<file path="src/rtl/dsp_decimator.sv">
// Block-averaging decimator: sums D unsigned samples, emits the truncated mean
// into a small first-word-fall-through FIFO with a sticky overflow flag.
module dsp_decimator #(
  parameter int unsigned N          = 7,
  parameter int unsigned LOG2_D     = 2,
  parameter int unsigned LOG2_DEPTH = 2
) (
  input  logic                clk,
  input  logic                rst,
  input  logic                in_valid,
  input  logic [N:0]          x,
  output logic                out_valid,
  input  logic                out_ready,
  output logic [N:0]          y,
  output logic [LOG2_DEPTH:0] fill,
  output logic                overflow
);
  localparam int unsigned AccW  = N + 1 + LOG2_D;
  localparam int unsigned Depth = 1 << LOG2_DEPTH;
  localparam logic [LOG2_D-1:0]   CntMax  = '1;
  localparam logic [LOG2_DEPTH:0] FillMax = {1'b1, {LOG2_DEPTH{1'b0}}};

  logic [AccW-1:0]       acc_q, acc_d, sum;
  logic [LOG2_D-1:0]     cnt_q, cnt_d;
  logic [LOG2_DEPTH-1:0] wr_ptr_q, rd_ptr_q;
  logic [LOG2_DEPTH:0]   fill_q, fill_d;
  logic                  overflow_q;
  logic [N:0]            mem_q [Depth];
  logic [N:0]            result;
  logic                  push, pop, full, do_push;

  // D samples of N+1 bits fit in N+1+LOG2_D bits, so the sum cannot wrap.
  assign sum     = acc_q + {{LOG2_D{1'b0}}, x};
  assign result  = sum[AccW-1:LOG2_D];
  assign push    = in_valid && (cnt_q == CntMax);
  assign full    = (fill_q == FillMax);
  assign pop     = out_valid && out_ready;
  // A full FIFO still accepts a push when the head leaves on the same edge.
  assign do_push = push && (!full || pop);

  always_comb begin
    acc_d  = acc_q;
    cnt_d  = cnt_q;
    fill_d = fill_q;
    if (in_valid) begin
      if (push) begin
        acc_d = '0;
        cnt_d = '0;
      end else begin
        acc_d = sum;
        cnt_d = cnt_q + 1'b1;
      end
    end
    if (do_push && !pop) begin
      fill_d = fill_q + 1'b1;
    end else if (!do_push && pop) begin
      fill_d = fill_q - 1'b1;
    end
  end

  always_ff @(posedge clk) begin
    if (rst) begin
      acc_q      <= '0;
      cnt_q      <= '0;
      fill_q     <= '0;
      wr_ptr_q   <= '0;
      rd_ptr_q   <= '0;
      overflow_q <= 1'b0;
    end else begin
      acc_q  <= acc_d;
      cnt_q  <= cnt_d;
      fill_q <= fill_d;
      if (do_push) wr_ptr_q <= wr_ptr_q + 1'b1;
      if (pop)     rd_ptr_q <= rd_ptr_q + 1'b1;
      if (push && full && !pop) overflow_q <= 1'b1;
    end
  end

  always_ff @(posedge clk) begin
    if (!rst && do_push) mem_q[wr_ptr_q] <= result;
  end

  assign out_valid = (fill_q != '0);
  // Storage is not reset; gate the head so y reads zero while empty.
  assign y         = out_valid ? mem_q[rd_ptr_q] : '0;
  assign fill      = fill_q;
  assign overflow  = overflow_q;

endmodule
</file>
<file path="config.mk">
export PLATFORM = sky130hd
export DESIGN_NAME = dsp_decimator
export DESIGN_NICKNAME = d
export VERILOG_FILES = /design/src/rtl/dsp_decimator.sv
export SDC_FILE = /design/constraint.sdc
export NUM_CORES = 1
export LEC_CHECK = 0
export CAP_MARGIN = 0
export CELL_PAD_IN_SITES_DETAIL_PLACEMENT = 2
export CELL_PAD_IN_SITES_GLOBAL_PLACEMENT = 2
export CORE_UTILIZATION = 42
export DETAILED_ROUTE_END_ITERATION = 12
export GPL_TIMING_DRIVEN = 0
export PLACE_DENSITY = 0.81
export SYNTH_ARGS = -nofsm -noshare
export SYNTH_HDL_FRONTEND = slang
export SYNTH_SLANG_ARGS = --single-unit
export TNS_END_PERCENT = 1
</file>
<file path="constraint.sdc">
create_clock -name clk -period 4.3 [get_ports clk]
set_input_delay 0.86 -clock clk [delete_from_list [all_inputs] [get_ports clk]]
set_output_delay 0.86 -clock clk [all_outputs]
set_load 0.05 [all_outputs]
</file>
==> results.ini, run 1 <==
[floorplanning]
start_util_pct = 43.4
core_area_um2 = 5920
fp.dieH_um = 80.2
rows = 28
ios = 25
dieArea_um2 = 6440
fp.dieW_um = 80.2

[global_route]
track_usage_pct = 22.9
grt_pass1_wl_mm = 10.7
grt_max_degree = 17
grt-ovfl-total = 0
grt_pass1_vias = 1927
antenna_found_initial = 0

[yosys]
ys_warn_count = 0
synth_cells = 205
synth_ff_type = edfxtp_1
syn-cell-area_um2 = 2570
synthArstFlopShare_pct = 0
synth_edf_count = 32
yosysSeqAreaShare_pct = 54.5
synth.distinct_cells = 40
ys_ff_latch = 54
synth.avg_cell_area_um2 = 12.5
syn-num-nets = 233

[worst_setup_path]
critical-path-top-delay-family = simple AND/OR/NAND/NOR gates
path_class = in2reg
reg2reg_from = cnt_q[0]$_SDFFE_PP0P_
crit_slowest_cell = clkdlybuf4s50_1
path_max_fanout = 8
worstSetupPathDepth = 9
timing.rr.end = fill[2]$_SDFFE_PP0P_
crit_end = fill[2]$_SDFFE_PP0P_
worstPathArrival_ps = 3490
critPathLaunch = in_valid
cpPeakStageDelay_ps = 680
critPathCaptureType = register
cp_data_required_time_ps = 4540
r2r_slack_ps = 1600
ff2ff_path_depth = 9
cp_num_buf_inv = 2
start_kind = primary input
path_cells = clkdlybuf4s50_1 -> nand2_1 -> nor2_1 -> ha_1 -> inv_1 -> fa_1 -> xor2_1 -> or3_1 -> a21oi_1

[power]
p_leak_nw = 1.08
ir_worst_vdd_mv = 0.359
p_per_area_nw_per_um2 = 541

[timing]
rsz0062_at_grt = no
fin_crit_ps = 3250
fin_setup_tns_ps = 0
fmax_mhz = 308
slew_headroom_pct = 60.1
worst_pin_slew_ps = 598
finalSetupViolations = 0
fin_skew_ps = 6.88
finalHoldViolCount = 0
final-max-slew-violation-count = 0
whs_ps = 492
fin_crit_sh_pct = 75.6

[clocking]
cts_max_level = 2
cts_setup_buffers = 0
cts_hold_buffers = 0
ctsResizeCount = 0
cts.reportedPaths.clkPinSlew_ps = 90
cts_tree = built
clock_tree.root_cell = clkbuf_8
clock_latency_ps = 310
cts_sinks = 54
clockBufferDepth = 2
cts_buffers = 5

[route]
vias = 1737
wire_per_inst_um = 20.8
wl_mm = 6.50
drc = 0
dr.pass1.iters = 4
drtIter0Drc = 81
antenna_left = 0
vias_per_cell = 5.57

[place]
place.gp.congestion = 0.820
io_buffers = 24
place_hpwl_mm = 4.78
dp_cells = 304

[cells_and_area]
final_common_cell = edfxtp_1
layout_common_cells = edfxtp_1 (32), clkdlybuf4s50_1 (24), dfxtp_1 (22), nor2_1 (18), ha_1 (14)
num_antenna_cells = 0
area.growth.synth_to_final_pct = 17.3
final_nets = 264
stdcell_count = 312
drive_above_1_share_pct = 8.44

[flow_run]
max_cap_viol_count = 0

[min_path]
min_path_type = reg2reg

[run_status]
status = finished, final reports clean

## layout make-up
cell class,instances,area (µm²)
fill,552,2910
clock inverter,2,37.5
buffer,7,27.5
timing repair buffer,24,240
multi-input combinational,137,1110
sequential,54,1400
clock buffer,6,72.6
tap,75,93.8
inverter,7,26.3
## worst min-delay path by stage
stage | startpoint | end | slack, ps | cells past startpoint
2_1_floorplan | acc_q[9]$_SDFFE_PP0P_ | acc_q[9]$_SDFFE_PP0P_ | 460 | 2
3_3_place_gp | overflow$_SDFFE_PP0P_ | overflow$_SDFFE_PP0P_ | 460 | 2
3_5_place_dp | acc_q[9]$_SDFFE_PP0P_ | acc_q[9]$_SDFFE_PP0P_ | 480 | 2
4_1_cts | acc_q[9]$_SDFFE_PP0P_ | acc_q[9]$_SDFFE_PP0P_ | 500 | 2
5_1_grt | acc_q[9]$_SDFFE_PP0P_ | acc_q[9]$_SDFFE_PP0P_ | 530 | 2
6_report | acc_q[9]$_SDFFE_PP0P_ | acc_q[9]$_SDFFE_PP0P_ | 490 | 2
## metal layers
| layer | vias up | GRT usage [%] | part of all wire, % | wire [µm] |
|---|---|---|---|---|
| li1 | 817 | - | - | - |
| met1 | 876 | 29.3 | 45 | 2910 |
| met2 | 38 | 39.7 | 51 | 3350 |
| met3 | 6 | 4.09 | 2.8 | 185 |
| met4 | 0 | 5.89 | 0.91 | 59 |
| met5 | - | 0 | 0 | 0 |
## synthesized netlist by cell type, types with 2 or more instances
cell,count,area [µm²]
edfxtp_1,32,961
dfxtp_1,22,440
nor2_1,18,67.6
ha_1,14,175
a21oi_1,11,55.1
and2_1,8,50.1
mux4_2,8,180
inv_1,7,26.3
xnor2_1,7,61.3
clkbuf_1,6,22.5
nand2_1,6,22.5
nor2b_1,6,37.5
o21ai_0,6,30.0
xor2_1,6,52.6
and3_1,4,25.0
mux2i_1,4,40.0
or3_1,4,25.0
a211oi_1,3,22.5
nand2b_1,3,18.8
nand3b_1,3,22.5
a21o_1,2,15.0
a31oi_1,2,12.5
fa_1,2,40.0
nand4_1,2,12.5
nor3_1,2,10.0
nor3b_1,2,15.0
o211ai_1,2,15.0
## stage by stage
stage | total power, mW | setup slack, ps | utilization, % | area, µm²
floorplan | 1.08 | 1430 | - | 2570
global placement | 1.26 | 950 | 49.0 | 2900
detailed placement | 1.30 | 776 | 49.0 | 2900
CTS | 1.65 | 1030 | 50.9 | 3010
global route | 1.71 | 890 | 50.9 | 3010
finish | 1.63 | 1050 | 50.9 | 3010
## flip-flops by register name, summed over array words and instances (netlist names), named ones only
name and cells:
mem_q 32, acc_q 10, cnt_q 2, wr_ptr_q 2, rd_ptr_q 2, overflow 1, fill 3
## cell families after synthesis
| kind of cell | synth area share [%] |
|---|---|
| AND/OR/NAND/NOR | 13.2 |
| buffers and inverters | 2.09 |
| AO/OA/AOI/OAI | 8.76 |
| multiplexers | 8.57 |
| adder cells (fa/ha/maj) | 8.37 |
| XOR/XNOR | 4.43 |
| flip-flops | 54.5 |
## tightest hold or removal path, cell delays in order (launching register included)
cell and delay (ps):
dfxtp_1 340, nand2_1 60, a21oi_1 60
## report_power, final
part / total [mW] / switching (mW) / internal, mW
Combinational: 0.657 / 0.424 / 0.233
Clock: 0.345 / 0.171 / 0.174
Sequential: 0.630 / 0.0302 / 0.600
Total: 1.63 / 0.625 / 1.01
(Power assumes the default switching activity.)
==> inputs of run 2 (changes only) <==
CORE_UTILIZATION = 35   (was 42)
PLACE_DENSITY = 0.72   (was 0.81)
clock period = 2.7 ns   (was 4.3 ns; I/O delays follow)
==> run 2 against run 1 <==
  * First-iteration DRC count is 53% lower
  * Sequential power rose by 59%
  * Largest cell class unchanged
  * Final cell count grew 6.7%
  * Power grew 54%
  * Routed wire length fell by 14%
  * Design area is 1.2% higher
  * Clock power up 57%
==> results.ini, run 2 (synthesized netlist as in run 1, its figures left out) <==
[worst_setup_path]
cpPeakStageDelay_ps = 460
path_class = in2reg
cp_num_buf_inv = 1
cp_data_required_time_ps = 2910
start_kind = primary input
path_max_fanout = 5
critical-path-top-delay-family = compound AO/OA/AOI/OAI gates
crit_slowest_cell = fa_1
critPathCaptureType = register
r2r_slack_ps = 320
path_cells = clkdlybuf4s50_1 -> ha_1 -> fa_1 -> a211oi_2 -> o21ai_0 -> a21oi_1 -> xnor2_1 -> a31o_2
worstPathArrival_ps = 2750

[floorplanning]
fp.dieW_um = 87.7
rows = 30
start_util_pct = 37.0
fp.dieH_um = 87.7
ios = 25
dieArea_um2 = 7690
core_area_um2 = 6940

[timing]
finalSetupViolations = 0
setup_slack_ps = 161
slew_headroom_pct = 64.5
rsz0062_at_grt = no
fin_crit_sh_pct = 94.0
fin_skew_ps = 6.59
fin_crit_ps = 2540
final-max-slew-violation-count = 0
fmax_mhz = 394
fin_setup_tns_ps = 0
finalHoldViolCount = 0
worst_pin_slew_ps = 529

[global_route]
antenna_found_initial = 0
grt_pass1_wl_mm = 9.13
grt_pass1_vias = 1768
track_usage_pct = 16.2
grt_max_degree = 16
grt-ovfl-total = 0

[place]
io_buffers = 24
place.gp.congestion = 0.735
place_hpwl_mm = 4.31
placed_cell_area_um2 = 2930
dp_slack_ps = -456

[route]
wl_mm = 5.62
antenna_left = 0
vias_per_cell = 5.02
drc = 0
vias = 1670
wire_per_inst_um = 16.9
drtIter0Drc = 38
dr.pass1.iters = 4

[clocking]
clock_tree.root_cell = clkbuf_8
cts_tree = built
clock_latency_ps = 310
cts_max_level = 2
cts.reportedPaths.clkPinSlew_ps = 100
cts_sinks = 54
cts_setup_buffers = 0
clockBufferDepth = 2
cts_buffers = 5

[min_path]
min_path_type = reg2reg

[cells_and_area]
area.growth.synth_to_final_pct = 18.6
num_antenna_cells = 0
layout_common_cells = edfxtp_1 (32), dfxtp_1 (22), nor2_1 (17), ha_1 (14), clkdlybuf4s50_1 (14)
drive_above_1_share_pct = 9.28
largest_reg_flops = 32
regMostFlops = mem_q
final_common_cell = edfxtp_1
stdcell_area_um2 = 3050
utilization_pct = 43.9
final_nets = 264
fillCellCount = 727

[run_status]
status = finished, final reports clean

[power]
p_per_area_nw_per_um2 = 825
p_leak_nw = 1.12
ir_worst_vdd_mv = 0.283
power_mw = 2.51

[flow_run]
max_cap_viol_count = 0

==> run 2: cell types whose count changed in the layout (fill, tap and decap cells not counted), moves of 2 or more <==
cell             before  now
dlygate4sd2_1         0    9
o21ai_0               6    4
o21ai_1               0    2
clkdlybuf4s50_1      24   14
==> run 2: cell type report <==
cell class | count | area (µm²) | area share (%)
Buffer | 7 | 30.0 | 0.985
Clock buffer | 7 | 76.3 | 2.50
Clock inverter | 1 | 30.0 | 0.985
Inverter | 7 | 26.3 | 0.862
Multi-Input combinational cell | 137 | 1130 | 37.2
Sequential cell | 54 | 1400 | 46.0
Tap cell | 96 | 120 | 3.94
Timing Repair Buffer | 24 | 231 | 7.59
==> run 2: path summary, 6_finish.rpt <==
check,start,endpoint,cells after the start
worst min register to register,overflow$_SDFFE_PP0P_,overflow$_SDFFE_PP0P_,2
worst min-delay path,overflow$_SDFFE_PP0P_,overflow$_SDFFE_PP0P_,2
worst max register to register,cnt_q[0]$_SDFFE_PP0P_,fill[2]$_SDFFE_PP0P_,9
worst max-delay path,x[0],acc_q[6]$_SDFFE_PP0P_,8
==> run 2: per-layer routing <==
metal  up-vias  track usage [%]  wire, µm
li1        815                -         -
met1       829             20.9      2690
met2        21             28.1      2750
met3         5             2.83       111
met4         0             4.47        65
met5         -                0         0
==> run 2: stage by stage <==
step                      hold slack (ps)  cells
final                                 482    333
after global routing                  525    333
after CTS                             492    333
after detailed placement              467    325
after global placement                450    325
after floorplan                       457    205
==> run 2: timing repair <==
action | CTS | global route
pin swaps | 0 | 1
gates cloned | 0 | 0
hold buffers | 0 | 0
setup endpoints to repair | 12 | 8
gates resized for setup | 11 | 6
==> run 2: where the power goes <==
part,internal (mW),switching (mW)
sequential,0.955,0.0451
clock,0.278,0.262
combinational,0.322,0.652
==> run 2: worst min-delay path: stages, from the launching register on <==
cell     delay, ps
dfxtp_1        340
a31oi_1         40
nor2_1          70
